## config.mk

```make
export PLATFORM = sky130hd
export DESIGN_NAME = logic_gate_pipe
export DESIGN_NICKNAME = d
export VERILOG_FILES = /design/src/rtl/logic_gate_pipe.sv
export SDC_FILE = /design/constraint.sdc
export NUM_CORES = 1
export LEC_CHECK = 0
export CORE_MARGIN = 3
export CORE_UTILIZATION = 55
export CTS_BUF_LIST = sky130_fd_sc_hd__clkbuf_2
export CTS_CLUSTER_DIAMETER = 40
export CTS_CLUSTER_SIZE = 20
export DETAILED_ROUTE_END_ITERATION = 10
export DONT_BUFFER_PORTS = 1
export PLACE_DENSITY_LB_ADDON = 0.25
export SYNTH_ARGS = -nofsm -noshare
export SYNTH_HDL_FRONTEND = slang
export SYNTH_SLANG_ARGS = --single-unit
export TNS_END_PERCENT = 10
```

## constraint.sdc

```tcl
create_clock -name clk -period 2.7 [get_ports clk]
set_clock_uncertainty 0.05 [all_clocks]
set_input_delay 0.675 -clock clk [delete_from_list [all_inputs] [get_ports clk]]
set_output_delay 0.675 -clock clk [all_outputs]
set_load 0.005 [all_outputs]
```

## src/rtl/logic_gate_pipe.sv

```systemverilog
// logic_gate_pipe: two-stage valid/ready pipeline applying a selectable bitwise gate,
// with operand-equality flag, result popcount and a saturating equal-operand counter.
module logic_gate_pipe #(
    parameter int WIDTH = 8,
    parameter int CNT_W = 8
) (
    input  logic                         clk,
    input  logic                         rst,
    input  logic                         in_valid,
    output logic                         in_ready,
    input  logic [WIDTH-1:0]             a,
    input  logic [WIDTH-1:0]             b,
    input  logic [2:0]                   op,
    output logic                         out_valid,
    input  logic                         out_ready,
    output logic [WIDTH-1:0]             y,
    output logic                         eq,
    output logic [$clog2(WIDTH+1)-1:0]   ones,
    input  logic                         cnt_clr,
    output logic [CNT_W-1:0]             match_cnt
);
    localparam int OW = $clog2(WIDTH+1);
    localparam logic [CNT_W-1:0] CNT_MAX = '1;

    logic             s1_valid_q, s1_valid_d, s1_eq_q, eq_d;
    logic [WIDTH-1:0] s1_y_q, y_d, y_q;
    logic             out_valid_q, out_valid_d, eq_q;
    logic [OW-1:0]    ones_d, ones_q;
    logic [CNT_W-1:0] cnt_q, cnt_d;
    logic             s1_load, s2_load, out_hs;

    assign s2_load     = s1_valid_q && (!out_valid_q || out_ready);
    assign in_ready    = !s1_valid_q || s2_load;
    assign s1_load     = in_valid && in_ready;
    assign out_hs      = out_valid_q && out_ready;
    assign s1_valid_d  = s1_load || (s1_valid_q && !s2_load);
    assign out_valid_d = s2_load || (out_valid_q && !out_ready);
    assign eq_d        = &(a ~^ b);

    always_comb begin
        y_d = a;
        case (op)
            3'd0: y_d = a & b;
            3'd1: y_d = a | b;
            3'd2: y_d = a ^ b;
            3'd3: y_d = a ~^ b;
            3'd4: y_d = ~(a & b);
            3'd5: y_d = ~(a | b);
            3'd6: y_d = ~a;
            default: y_d = a;
        endcase
    end

    always_comb begin
        ones_d = '0;
        for (int i = 0; i < WIDTH; i++) ones_d = ones_d + OW'(s1_y_q[i]);
    end

    // clear takes priority over a coincident increment
    assign cnt_d = cnt_clr ? '0
                 : (out_hs && eq_q && cnt_q != CNT_MAX) ? cnt_q + 1'b1
                 : cnt_q;

    always_ff @(posedge clk or posedge rst) begin
        if (rst) begin
            s1_valid_q  <= 1'b0;
            s1_y_q      <= '0;
            s1_eq_q     <= 1'b0;
            out_valid_q <= 1'b0;
            y_q         <= '0;
            eq_q        <= 1'b0;
            ones_q      <= '0;
            cnt_q       <= '0;
        end else begin
            s1_valid_q  <= s1_valid_d;
            out_valid_q <= out_valid_d;
            cnt_q       <= cnt_d;
            if (s1_load) begin
                s1_y_q  <= y_d;
                s1_eq_q <= eq_d;
            end
            if (s2_load) begin
                y_q    <= s1_y_q;
                eq_q   <= s1_eq_q;
                ones_q <= ones_d;
            end
        end
    end

    assign out_valid = out_valid_q;
    assign y         = y_q;
    assign eq        = eq_q;
    assign ones      = ones_q;
    assign match_cnt = cnt_q;
endmodule

```

==> results of run 1 <==
==> cells by family (layout without fill, tap and decap cells) <==
| family | count (synthesis) | count (layout) | share of synthesized area [%] |
|---|---|---|---|
| xor gates and xnor gates | 16 | 16 | 6.11 |
| AOI/OAI and AO/OA | 52 | 52 | 15.5 |
| and+or+nand+nor | 47 | 47 | 9.60 |
| buffers and inverters | 40 | 41 | 8.18 |
| muxes | 24 | 24 | 11.3 |
| DFF | 32 | 32 | 34.9 |
| adders and majority gates | 24 | 24 | 14.4 |
==> cell type report <==
class                      instances  area (sq um)
clock inverter                     2          35.0
sequential                        32           801
clock buffer                       6          30.0
tap                               48          60.1
fill                             318          1430
timing repair buffer               6          45.0
inverter                          27           101
multi-input combinational        163          1330
==> path summary, 6_finish.rpt <==
check	startpoint	endpoint	cells past startpoint
setup / recovery	s1_y_q[0]	ones[1]	9
hold / removal	rst	match_cnt[4]	2
setup reg to reg	s1_y_q[0]	ones[1]	9
hold reg to reg	s1_eq_q	s1_eq_q	2
max in group asynchronous	rst	s1_y_q[4]	2
min in group clk	cnt_clr	match_cnt[6]	1
==> metrics by stage <==
step / cells / total power (W)
global route: 284 / 0.00154
detailed placement: 275 / 0.00106
floorplan: 235 / 0.000976
global placement: 275 / 0.00103
CTS: 283 / 0.00140
finish: 284 / 0.00142
==> per-layer routing <==
metal | GRT usage, % | share of wire [%]
met4 | 5.64 | 0.77
met2 | 25.3 | 45
met1 | 23.3 | 47
met3 | 6.25 | 7.5
met5 | 0 | 0
==> report_power, final <==
part	leakage, nW	internal [W]	switching, W	total, W
registers	0.409	0.000561	0.0000626	0.000624
clock network	0.0430	0.000160	0.000161	0.000320
logic	0.747	0.000244	0.000237	0.000481
total	1.20	0.000964	0.000460	0.00142
==> flip-flops by register name, summed over array words and instances, names as in the netlist <==
register	cells
s1_eq_q	1
ones	4
out_valid	1
match_cnt	8
eq	1
s1_y_q	8
y	8
s1_valid_q	1
==> cell usage in the layout (no fill, tap or decap), drive strengths merged, types with 4 or more instances in the layout <==
master and instances:
mux2i 12, nor2 14, inv 27, o31ai 5, nand2 18, mux2 12
a211oi 7, ha 20, o211ai 7, fa 4, dfrtp 32, xor2 13
o21ai 24, clkbuf 6, buf 6
==> timing repair <==
item / in CTS / in global routing
setup buffers: 0 / 1
setup endpoints to repair: 3 / 4
pin swaps: 1 / 0
gates resized for setup: 4 / 3
==> critical path: cells and delay by family (launching register included) <==
family	cells	cell delay [ns]
buffers and inverters	3	0.17
AO/OA/AOI/OAI	1	0.06
flip-flops	1	0.43
adder cells (fa/ha/maj)	5	2.09
==> results.tsv, run 1 <==
metric	value	unit
Core Util, Final	62.7	%
outcome	complete, but fails checks	
dpl hpwl	3.18	mm
Most Frequent Cell on Critical Path	fa_1	
Seq/Total Area, Yosys	34.9	%
synthesized flop and latch total	32	
RSZ-0062 raised after global routing	true	
Initial Util	60.0	%
H-tree depth	2	
vias	1566	
n_diodes	0	
pre-CTS WS	-0.236	ns
Lkg Pwr	1.20	nW
Syn Nets	283	
share of layout cells above drive strength 1	14.8	%
Worst-Skew Late Latency	0.37	ns
Area Overhead vs Synth	4.47	%
hold_buf cts	0	
Max Cap Viol	0	
largest net degree at the start of global routing	33	
EDFF count, synth	0	
Synth area leader	dfrtp_1	
Peak supply drop	0.201	mV
top cells by area, synth	dfrtp_1 (35%), ha_1 (11%), mux2_2 (5.4%)	
Arrival @ worst endpoint	3.11	ns
slew margin rel.	60.1	%
Final Hold Viols	0	
DR vias/cell	5.51	
Post-synth top cells	dfrtp_1 (32), inv_1 (27), ha_1 (20), nand2_1 (18), o21ai_0 (16)	
final setup margin	-0.204	ns
die area	0.00498	sq mm
CP endpoint kind	flip-flop	
setup violators final	3	
Residual DRC	0	
first-pass GRT wire length	6.89	mm
placed inst area	0.00231	sq mm
GRT Residual Overflow	0	
Nets	283	
worst path cell trace	fa_1 > inv_2 > fa_1 > fa_1 > inv_1 > ha_4 > inv_2 > fa_2 > o21ai_1	
die width	70.6	um
vias in the first global route	1454	
fmax	0.344	GHz
CTS Sinks	32	
CTS tree	done	
period utilisation layout	108	%
clock tree buffer depth	2	
gr usage total	17.1	%
GP Congestion	0.761	
Reg clk slew, reported paths	0.17	ns
crit path time final	2.90	ns
PortBufs	0	
Worst Hold Class	input port to asynchronous set/reset pin	
Unique masters post-synth	39	
ys async rst share	100	%
cell with the most instances after synthesis	dfrtp_1	
final instance area	0.00240	sq mm
YS warnings	0	
Slew Viols, Final	0	
violated checks	setup timing	
Pwr Density	594	mW/mm^2
Detail Route Antenna Nets	0	
syn_area_per_cell	9.76	sq um
Worst R2R Setup Slack	-0.20	ns
antenna violations before repair	0	
post-synth top area share	34.9	%
core area	0.00383	sq mm
crit-path max cell delay	0.55	ns
num ports	47	
Startpoint Class	flip-flop	
CP Max Fanout	2	
Die Y	70.6	um
WL per Instance	14.3	um
critical setup path kind	flip-flop to flip-flop	
CP Data Required Time	2.90	ns
Critical-path top delay cell	fa_1	
measured slew at the worst slew-check pin	0.597	ns
Cell Rows	22	
Syn Std Cell Area	0.00229	sq mm
Hold Slack	0.193	ns
setup_tns	-0.461	ns
Mapped Cells	235	
Detailed Route WL	4.05	mm
root buffer cell	clkbuf_2	
initial DRC count	93	
top_reg_cell synth	dfrtp_1	
First-pass DRT Iterations	4	
CTS Buf Count	5	
(Power assumes the default switching activity.)
==> run 2: changes to the inputs <==
--- a/config.mk
+++ b/config.mk
@@ -5,7 +5,6 @@
 export SDC_FILE = /design/constraint.sdc
 export NUM_CORES = 1
 export LEC_CHECK = 0
-export CORE_MARGIN = 3
 export CORE_UTILIZATION = 55
 export CTS_BUF_LIST = sky130_fd_sc_hd__clkbuf_2
 export CTS_CLUSTER_DIAMETER = 40
==> constraint.sdc (replaced) <==
create_clock -name clk -period 2.7 [get_ports clk]
set_clock_uncertainty 0.05 [all_clocks]
set_input_delay 0.27 -clock clk [delete_from_list [all_inputs] [get_ports clk]]
set_output_delay 0.27 -clock clk [all_outputs]
set_load 0.005 [all_outputs]
==> results.tsv, run 2 (synthesis gave the netlist of run 1 again) <==
metric	value	unit	change
Pwr Density	580	mW/mm^2	-2.4%
met2 wire length	1.64	mm	-9.6%
most frequent cells in the layout	dfrtp_1 (32), inv_1 (26), ha_1 (19)		
Hold Crit Start	out_ready		
final setup margin	-0.225	ns	-0.0208 ns
Cell Rows	23		+4.5%
initial DRC count	138		+48%
vias in the first global route	1519		+4.5%
Lkg Pwr	1.21	nW	+0.53%
Crit path max-delay family	adder cells		
critical setup path kind	flip-flop to flip-flop		
die width	66.6	um	-5.7%
Worst-Skew Late Latency	0.36	ns	about the same
clock tree buffer depth	2		unchanged
Hold Path Cell Cnt	2		
GRT Residual Overflow	0		unchanged
Hold Slack	0.0420	ns	-0.151 ns
Most Frequent Cell on Critical Path	fa_1		
fmax	0.342	GHz	-0.71%
reg2reg end	ones[1]		
H-tree depth	2		unchanged
RSZ-0062 raised after global routing	true		
root buffer cell	clkbuf_2		
outcome	complete, but fails checks		
Detailed Route WL	3.84	mm	-5.3%
dpl hpwl	2.88	mm	-9.3%
violated checks	setup timing		
CP Max Fanout	2		unchanged
CTS Sinks	32		unchanged
Critical-path top delay cell	fa_1		
crit-path max cell delay	0.55	ns	about the same
antenna violations before repair	0		unchanged
Die Y	66.6	um	-5.7%
gr usage total	19.8	%	+2.8 points
CTS tree	done		
top layer in use	met4		
share of layout cells above drive strength 1	13.9	%	-0.96 points
CTS Buf Count	5		unchanged
largest net degree at the start of global routing	33		unchanged
WL per Instance	13.3	um	-6.6%
Area Overhead vs Synth	5.13	%	
worst reg2reg path depth	9		unchanged
Reg clk slew, reported paths	0.16	ns	about the same
Worst R2R Setup Slack	-0.22	ns	-0.02 ns
vias	1589		+1.5%
Met1 Wirelength	1.86	mm	-1.5%
Worst Hold Class	input port to flip-flop		
Initial Util	57.4	%	-2.6 points
Detail Route Antenna Nets	0		unchanged
CP Data Required Time	2.89	ns	about the same
CP endpoint kind	flip-flop		
die area	0.00443	sq mm	-11%
core area	0.00400	sq mm	+4.5%
GP Congestion	0.748		-1.7%
first-pass GRT wire length	6.65	mm	-3.5%
CP bufs+invs	3		unchanged
Arrival @ worst endpoint	3.12	ns	about the same
n_diodes	0		unchanged
commonest non-fill, non-tap cell in the layout	dfrtp_1		
Startpoint Class	flip-flop		
Final Power	0.00140	W	-1.8%
Residual DRC	0		unchanged
reg2reg start	s1_y_q[3]		
met3 routed WL	266	um	-13%
measured slew at the worst slew-check pin	0.648	ns	+0.0510 ns
First-pass DRT Iterations	4		unchanged
Nets	285		+0.71%
Peak supply drop	0.226	mV	+13%
critical path depth	9		unchanged
period utilisation layout	108	%	+0.77 points
Filler Cell Count	341		+7.2%
num ports	47		unchanged
Worst Hold End	out_valid		
slew margin rel.	56.7	%	-3.4 points
DR vias/cell	5.52		about the same
setup violators final	3		unchanged
crit path time final	2.92	ns	+0.0208 ns
Slew Viols, Final	0		unchanged
Max Cap Viol	0		unchanged
PortBufs	0		unchanged
Final Hold Viols	0		unchanged
worst path cell trace	fa_1 > inv_1 > fa_1 > fa_1 > inv_1 > ha_2 > inv_2 > fa_2 > o21ai_1		
## run 2: cell count changes in the layout (fill, tap and decap cells not counted)
cell           before  now
ha_2                0    1
inv_1              25   26
inv_2               2    1
buf_4               6    5
dlygate4sd3_1       0    3
ha_4                1    0
## run 2: cell type report
| cell class | instances | area [sq um] | area share [%] |
|---|---|---|---|
| Multi-Input combinational cell | 163 | 1320 | 54.5 |
| Timing Repair Buffer | 8 | 67.6 | 2.80 |
| Tap cell | 50 | 62.6 | 2.59 |
| Sequential cell | 32 | 801 | 33.2 |
| Clock buffer | 6 | 30.0 | 1.24 |
| Clock inverter | 2 | 35.0 | 1.45 |
| Inverter | 27 | 101 | 4.20 |
## run 2: through the flow
stage / instance area [sq um] / utilization, % / worst slack (ns) / TNS [ns] / std cells
after global routing: 2410 / 60.3 / -0.347 / -0.893 / 288
after detailed placement: 2300 / 57.6 / -0.264 / -0.524 / 276
final: 2410 / 60.3 / -0.225 / -0.544 / 288
after global placement: 2300 / 57.6 / -0.180 / -0.347 / 276
after floorplan: 2300 / - / -0.140 / -0.259 / 235
after CTS: 2400 / 60.0 / -0.250 / -0.540 / 287
## run 2: per-layer routing
| layer | track usage (%) | vias up |
|---|---|---|
| met2 | 31.3 | 44 |
| met3 | 5.65 | 5 |
| li1 | - | 813 |
| met4 | 7.18 | 0 |
| met1 | 25.6 | 727 |
| met5 | 0 | - |
## run 2: what timing repair did
action | in CTS | in global routing
setup buffers | 0 | 1
endpoints found under the hold margin | 41 | 0
hold buffers | 3 | 0
pin swaps | 0 | 1
endpoints found under the setup margin | 3 | 4
gates resized for setup | 1 | 4
## run 2: power by group
| group | internal, W | switching, W |
|---|---|---|
| Sequential | 0.000561 | 0.0000581 |
| Combinational | 0.000235 | 0.000229 |
| Clock | 0.000160 | 0.000156 |
## run 2: how the worst max path moves through the flow
stage	from	endpoint	slack (ns)
after floorplan	s1_y_q[0]	ones[1]	-0.14
after global placement	s1_y_q[0]	ones[1]	-0.18
after detailed placement	s1_y_q[0]	ones[1]	-0.26
after CTS	s1_y_q[0]	ones[1]	-0.25
after global routing	s1_y_q[3]	ones[2]	-0.35
final	s1_y_q[3]	ones[1]	-0.22
==> run 3: changes to the inputs <==
==> constraint.sdc (replaced) <==
create_clock -name clk -period 3.7 [get_ports clk]
set_clock_uncertainty 0.05 [all_clocks]
set_input_delay 0.37 -clock clk [delete_from_list [all_inputs] [get_ports clk]]
set_output_delay 0.37 -clock clk [all_outputs]
set_load 0.005 [all_outputs]
==> results.tsv, run 3 (synthesis gave the netlist of run 1 again) <==
metric	value	unit	change
Die Y	66.6	um	unchanged
met2 Track Usage GR	31.1	%	-0.25 points
gr usage total	19.1	%	-0.70 points
setup_tns	0	ns	+0.544 ns
First-pass DRT Iterations	7		+3
Residual DRC	2		+2
dpl hpwl	3.01	mm	+4.4%
measured slew at the worst slew-check pin	0.597	ns	-0.0509 ns
CP endpoint kind	flip-flop		
Peak supply drop	0.142	mV	-37%
post-CTS setup buffers	0		unchanged
hold_buf cts	2		-1
outcome	complete, but fails checks		
Arrival @ worst endpoint	3.24	ns	+0.12 ns
largest net degree at the start of global routing	30		-9.1%
Final Hold Viols	0		unchanged
CP Data Required Time	3.92	ns	+1.03 ns
CTS tree	done		
violated checks	DRC		
initial DRC count	57		-59%
most frequent cells in the layout	dfrtp_1 (32), inv_1 (27), ha_1 (20)		
core area	0.00400	sq mm	unchanged
first-pass GRT wire length	6.42	mm	-3.4%
die area	0.00443	sq mm	unchanged
CTS Buf Count	5		unchanged
grt met3 use	4.45	%	-1.2 points
M1 GR Usage	24.2	%	-1.4 points
period utilisation layout	81.7	%	-27 points
Worst Hold Class	input port to flip-flop		
share of layout cells above drive strength 1	10.7	%	-3.2 points
Max Cap Viol	0		unchanged
vias	1599		+0.63%
Worst-Skew Late Latency	0.36	ns	about the same
GP Congestion	0.714		-4.5%
Pwr Density	414	mW/mm^2	-29%
vias in the first global route	1519		unchanged
Detailed Route WL	3.90	mm	+1.8%
PortBufs	0		unchanged
CTS Sinks	32		unchanged
n_diodes	0		unchanged
Area Overhead vs Synth	3.44	%	
RSZ-0062 raised after global routing	false		
Lkg Pwr	1.19	nW	-1.5%
# resized after CTS	0		-1
antenna violations before repair	0		unchanged
slew margin rel.	60.1	%	+3.4 points
clock tree buffer depth	2		unchanged
Slew Viols, Final	0		unchanged
die width	66.6	um	unchanged
H-tree depth	2		unchanged
Cell Rows	23		unchanged
Hold Slack	0.0615	ns	+0.0195 ns
Nets	281		-1.4%
critical setup path kind	flip-flop to flip-flop		
CP Max Fanout	3		+1
DR vias/cell	5.63		+2.0%
fmax	0.331	GHz	-3.2%
Worst R2R Setup Slack	0.68	ns	+0.90 ns
commonest non-fill, non-tap cell in the layout	dfrtp_1		
WL per Instance	13.7	um	+3.2%
setup violators final	0		-3
Detail Route Antenna Nets	0		unchanged
root buffer cell	clkbuf_2		
GR peak layer	met2		
Startpoint Class	flip-flop		
Reg clk slew, reported paths	0.16	ns	about the same
num ports	47		unchanged
GRT Residual Overflow	0		unchanged
Initial Util	57.4	%	unchanged
crit path time final	3.02	ns	+0.0966 ns
==> run 3: power by group <==
part           switching (W)  total (W)  leakage (nW)  internal, W
combinational       0.000151   0.000295         0.735     0.000144
sequential         0.0000473   0.000457         0.409     0.000410
clock               0.000113   0.000230        0.0430     0.000116
==> run 3: final cells by class <==
type                       instances  area [sq um]
fill                             361          1630
multi-input combinational        163          1310
sequential                        32           801
inverter                          27           101
tap                               50          62.6
timing repair buffer               4          37.5
clock inverter                     2          35.0
clock buffer                       6          30.0
==> run 3: layer usage <==
metal / share of wire [%] / vias to the layer above
met5: 0 / -
met4: 0.97 / 0
met3: 5.7 / 6
met1: 47 / 748
li1: - / 805
met2: 46 / 40
==> run 3: worst max-delay path: stages, from the launching register on <==
cell and delay (ns):
dfrtp_1 0.44, fa_1 0.53, inv_1 0.05, fa_1 0.50, fa_1 0.41, inv_1 0.07
ha_1 0.16, inv_1 0.05, fa_1 0.37, xor2_1 0.16, o21ai_0 0.15
==> run 3: worst paths after layout <==
path	to	cells past startpoint	from
max	ones[2]	10	s1_y_q[0]
min	s1_valid_q	1	in_valid
max reg2reg	ones[2]	10	s1_y_q[0]
min reg2reg	s1_y_q[7]	2	s1_y_q[7]
max in group asynchronous	s1_y_q[4]	3	rst
min in group asynchronous	match_cnt[6]	2	rst
==> run 3: stage by stage <==
step	cells	total power, W	setup slack (ns)	area (sq um)	util [%]
after CTS	283	0.000996	0.675	2360	59.1
after detailed placement	273	0.000763	0.707	2280	57.0
after global placement	273	0.000742	0.784	2280	57.0
final	284	0.000982	0.679	2370	59.3
after global routing	284	0.00108	0.529	2370	59.3
after floorplan	235	0.000709	0.840	2290	-
